## src/rtl/modo1_detector_jogada_pkg.sv

```systemverilog
// rtl/modo1_detector_jogada_pkg.sv - shared state encodings, default debounce length and helpers
package modo1_detector_jogada_pkg;

    localparam int DEBOUNCE_CICLOS_PADRAO = 50000;
    localparam int CNT_W                  = 20;

    typedef enum logic [2:0] {
        OCIOSO       = 3'd0,
        FILTRA       = 3'd1,
        PULSO        = 3'd2,
        REJEITA      = 3'd3,
        ESPERA_SOLTA = 3'd4
    } estado_t;

    function automatic logic eh_one_hot(input logic [3:0] v);
        return (v != 4'd0) && ((v & (v - 4'd1)) == 4'd0);
    endfunction

endpackage

```

## src/rtl/modo1_detector_jogada_sincronizador_2ff.sv

```systemverilog
// rtl/modo1_detector_jogada_sincronizador_2ff.sv - 4-bit two-flop synchronizer for the raw buttons
module sincronizador_2ff (
    input  logic       clock,
    input  logic       reset,
    input  logic [3:0] d,
    output logic [3:0] q
);

    logic [3:0] meta_q, meta_d;
    logic [3:0] sinc_q, sinc_d;

    always_comb begin
        meta_d = d;
        sinc_d = meta_q;
    end

    always_ff @(posedge clock or posedge reset) begin
        if (reset) begin
            meta_q <= 4'd0;
            sinc_q <= 4'd0;
        end else begin
            meta_q <= meta_d;
            sinc_q <= sinc_d;
        end
    end

    assign q = sinc_q;

endmodule

```

## src/rtl/modo1_detector_jogada.sv

```systemverilog
// rtl/modo1_detector_jogada.sv - debounced one-hot player move detector with multi-button rejection
module modo1_detector_jogada
    import modo1_detector_jogada_pkg::*;
#(
    parameter int DEBOUNCE_CICLOS = DEBOUNCE_CICLOS_PADRAO
) (
    input  logic       clock,
    input  logic       reset,
    input  logic       habilita,
    input  logic       limpa,
    input  logic [3:0] botoes,
    output logic       jogada_feita,
    output logic [3:0] jogada,
    output logic       invalida,
    output logic [2:0] db_estado
);

    localparam logic [CNT_W-1:0] CNT_MAX = CNT_W'(DEBOUNCE_CICLOS - 1);

    estado_t          estado_q, estado_d;
    logic [3:0]       amostra_q, amostra_d;
    logic [3:0]       jogada_q, jogada_d;
    logic [CNT_W-1:0] cnt_q, cnt_d;
    logic [3:0]       bs;

    sincronizador_2ff u_sinc (
        .clock (clock),
        .reset (reset),
        .d     (botoes),
        .q     (bs)
    );

    always_comb begin
        estado_d  = estado_q;
        amostra_d = amostra_q;
        cnt_d     = cnt_q;
        jogada_d  = limpa ? 4'd0 : jogada_q;

        case (estado_q)
            OCIOSO: begin
                if (habilita && (bs != 4'd0)) begin
                    estado_d  = FILTRA;
                    amostra_d = bs;
                    cnt_d     = '0;
                end
            end
            FILTRA: begin
                if ((bs != amostra_q) || !habilita) begin
                    estado_d = OCIOSO;
                end else if (cnt_q == CNT_MAX) begin
                    // the load on PULSO entry takes priority over a coincident clear
                    if (eh_one_hot(amostra_q)) begin
                        estado_d = PULSO;
                        jogada_d = amostra_q;
                    end else begin
                        estado_d = REJEITA;
                    end
                end else begin
                    cnt_d = cnt_q + 1'b1;
                end
            end
            PULSO, REJEITA: begin
                estado_d = ESPERA_SOLTA;
                cnt_d    = '0;
            end
            ESPERA_SOLTA: begin
                if (bs != 4'd0) begin
                    cnt_d = '0;
                end else if (cnt_q == CNT_MAX) begin
                    estado_d = OCIOSO;
                    cnt_d    = '0;
                end else begin
                    cnt_d = cnt_q + 1'b1;
                end
            end
            default: begin
                estado_d = OCIOSO;
                cnt_d    = '0;
            end
        endcase
    end

    always_ff @(posedge clock or posedge reset) begin
        if (reset) begin
            estado_q  <= OCIOSO;
            amostra_q <= 4'd0;
            cnt_q     <= '0;
            jogada_q  <= 4'd0;
        end else begin
            estado_q  <= estado_d;
            amostra_q <= amostra_d;
            cnt_q     <= cnt_d;
            jogada_q  <= jogada_d;
        end
    end

    assign jogada_feita = (estado_q == PULSO);
    assign invalida     = (estado_q == REJEITA);
    assign jogada       = jogada_q;
    assign db_estado    = estado_q;

endmodule

```

## config.mk

```make
export PLATFORM = sky130hd
export DESIGN_NAME = modo1_detector_jogada
export DESIGN_NICKNAME = d
export VERILOG_FILES = /design/src/rtl/modo1_detector_jogada_pkg.sv /design/src/rtl/modo1_detector_jogada_sincronizador_2ff.sv /design/src/rtl/modo1_detector_jogada.sv
export SDC_FILE = /design/constraint.sdc
export NUM_CORES = 1
export LEC_CHECK = 0
export CAP_MARGIN = 20
export CORE_ASPECT_RATIO = 0.7
export CORE_UTILIZATION = 45
export DETAILED_ROUTE_END_ITERATION = 8
export PLACE_DENSITY_LB_ADDON = 0.25
export SLEW_MARGIN = 20
export SYNTH_ARGS = -nofsm -noshare
export SYNTH_HDL_FRONTEND = slang
export SYNTH_SLANG_ARGS = --single-unit
```

## constraint.sdc

```tcl
create_clock -name clock -period 5.9 [get_ports clock]
set_clock_uncertainty 0.1 [all_clocks]
set_input_delay 1.18 -clock clock [delete_from_list [all_inputs] [get_ports clock]]
set_output_delay 1.18 -clock clock [all_outputs]
set_load 0.1 [all_outputs]
```

==> summary.txt <==
Critical path
  – CP endpoint kind: primary output
  – Worst Setup SP: db_estado[0]
  – WP data required: 4.62 ns
  – Setup CP Type: reg2out
  – Worst EP arrival: 2.15 ns
  – Max FO, Critical Path: 8
  – Reg2reg start: cnt_q[0]
  – Worst setup SP type: register

Floorplanning
  – Die footprint: 4879 sq um
  – Initial Util: 47.26%
  – Rows: 20
  – Core Box Area: 4379 sq um
  – Die W: 83.06 microns
  – Die Height: 58.74 microns
  – # IOs: 17

STA
  – RSZ-0062 raised after global routing: no
  – WHS: 0.2507 ns
  – Final Slew Violations: 0
  – F_max: 291.6 MHz
  – Final worst path period share: 58.13%
  – Hold Fails Final Rpt: 0
  – Max-slew headroom: 34.93%
  – Setup TNS: 0 ns
  – Worst slew pin tran: 0.9730 ns
  – Tmin final: 3.429 ns
  – Final setup viols: 0

Yosys
  – Synth Register Bits: 39
  – Syn nets: 215
  – YS warnings: 0
  – Ys flop type: dfrtp_1
  – Post-synth EDFFs: 0
  – Syn Area/Cell: 10.05 sq um
  – Synth Cell Area: 2069 sq um
  – Cells after synthesis: 206
  – Async S/R FF share, synth: 100.0%
  – Yosys cell types: 46
  – Seq/Total Area, Yosys: 47.16%

CTS
  – Worst-path clk slew: 0.08 ns
  – Hold_buf cts: 0
  – Worst-case clock buffer depth: 2
  – Skew-Pair Late Insertion Delay: 0.29 ns
  – Post-CTS sizing: 0
  – CTS sink cnt: 39
  – Setup Buffers After CTS: 0
  – TritonCTS Buffers: 5
  – Root buf cell: clkbuf_8
  – H-Tree Depth: 2
  – CTS tree: built

Layout
  – Fraction of layout cells with a size suffix above 1: 12.11%
  – Non-Filler Instances: 278
  – Inserted Diodes: 0
  – Most common cell after layout, fill and taps aside: dfrtp_1
  – Layout area overhead: 14.51%
  – Most frequent cells in the layout: dfrtp_1, nand2_1, nand3_1, clkdlybuf4s50_1
  – Final nets: 231

Job
  – Max cap viols: 0

Min path
  – Min-delay src: u_sinc.meta_q[1]
  – Tightest Hold Check Type: reg2reg

Route
  – Drt pass-1 iters: 4
  – Iteration-0 DRC Markers: 108
  – DRC: 0
  – Antenna Nets Post-Route: 0
  – Total number of vias: 1622
  – Routed vias/inst: 5.835
  – Post-Route WL: 3950 microns
  – Routed WL per cell: 14.21 microns

Placed design
  – Hpwl dp: 2800 microns
  – Cells after DPL: 270
  – IO Port Bufs: 16
  – RePlAce Congestion: 0.8110

Power and ir drop
  – Pleak: 0.9391 nW
  – Worst VDD drop: 0.1652 mV
  – Pwr Density: 276.4 nW/um^2

GRT
  – Global Route Usage Sum: 17.34%
  – Pin count of the biggest net entering global routing: 40
  – First-pass GRT wire length: 6630 microns
  – Vias in the first global route: 1404
  – Grt ovf: 0
  – Antenna violations before repair: 0

Run status
  – Status: completed
-- layer usage --
metal / track usage [%] / share of wire (%) / up-vias / wire length, microns
met5: 0 / 0 / - / 0
met4: 5.911 / 0.96 / 0 / 38
met3: 5.049 / 4.3 / 6 / 169
met2: 21.90 / 39 / 39 / 1549
met1: 27.43 / 55 / 771 / 2192
li1: - / - / 806 / -
-- logic make-up (layout without fill, tap and decap cells) --
logic type	Yosys count	after routing	share of synthesized area (%)
DFF	39	39	47.16
AOI/OAI and AO/OA	45	45	15.66
buffers and inverters	15	32	4.776
and+or+nand+nor	97	97	27.51
muxes	4	4	2.176
xor gates and xnor gates	5	5	2.116
adders and majority gates	1	1	0.6045
-- power breakdown --
part | total (W) | internal (W) | switching [W]
Combinational | 0.0000843 | 0.0000356 | 0.0000487
Clock | 0.000263 | 0.000169 | 0.0000945
Sequential | 0.000307 | 0.000284 | 0.0000236
-- path summary, 6_finish.rpt --
path,to,slack (ns),cells past startpoint
worst min-delay path,u_sinc.q[1],0.25,0
worst max-delay path,invalida,2.47,3
worst min register to register,u_sinc.q[1],0.25,0
worst max register to register,cnt_q[8],3.34,7
max in group asynchronous,cnt_q[7],4.17,3
min in group asynchronous,cnt_q[16],1.20,3
-- worst max-delay path, cell delays in order (launching register included) --
cell and delay, ns:
dfrtp_1 0.49, nand2b_1 0.13, nor2_1 0.11, clkdlybuf4s50_1 1.13
-- registers in the layout, indices dropped and copies added, names as in the netlist --
signal         cells
amostra_q          4
u_sinc.meta_q      4
jogada             4
db_estado          3
cnt_q             20
u_sinc.q           4
-- synth_stat cells (all sizes together) (5+ instances only) --
cell / n / area (sq um)
a21oi: 13 / 83.83
buf: 5 / 61.30
dfrtp: 39 / 975.9
inv: 7 / 26.28
nand2: 16 / 60.06
nand3: 16 / 80.08
nand4: 9 / 56.30
nor2: 9 / 33.78
nor3: 5 / 25.02
o21ai: 14 / 88.83
o31ai: 6 / 45.04
or3: 7 / 43.79
or4: 8 / 63.81
-- per-stage QoR --
| stage | total power, W | utilization [%] | area [sq um] | worst slack, ns |
|---|---|---|---|---|
| finish | 0.0006549 | 54.11 | 2370 | 2.471 |
| global route | 0.0006862 | 54.11 | 2370 | 2.359 |
| CTS | 0.0006611 | 54.11 | 2370 | 2.452 |
| detailed placement | 0.0003957 | 51.00 | 2233 | 2.744 |
| global placement | 0.0003936 | 51.00 | 2233 | 2.771 |
| floorplan | 0.0003790 | - | 2069 | 2.070 |
-- cell type report --
| class | count | area, sq um |
|---|---|---|
| flip-flops and latches | 39 | 975.9 |
| inverters | 7 | 26.28 |
| clock buffers | 5 | 68.82 |
| repair buffers | 17 | 167.7 |
| multi-input cells | 152 | 994.7 |
| well taps | 55 | 68.82 |
| fillers | 369 | 2009 |
| clock inverters | 3 | 67.56 |
Note: power is estimated with default switching activity, not from simulation.
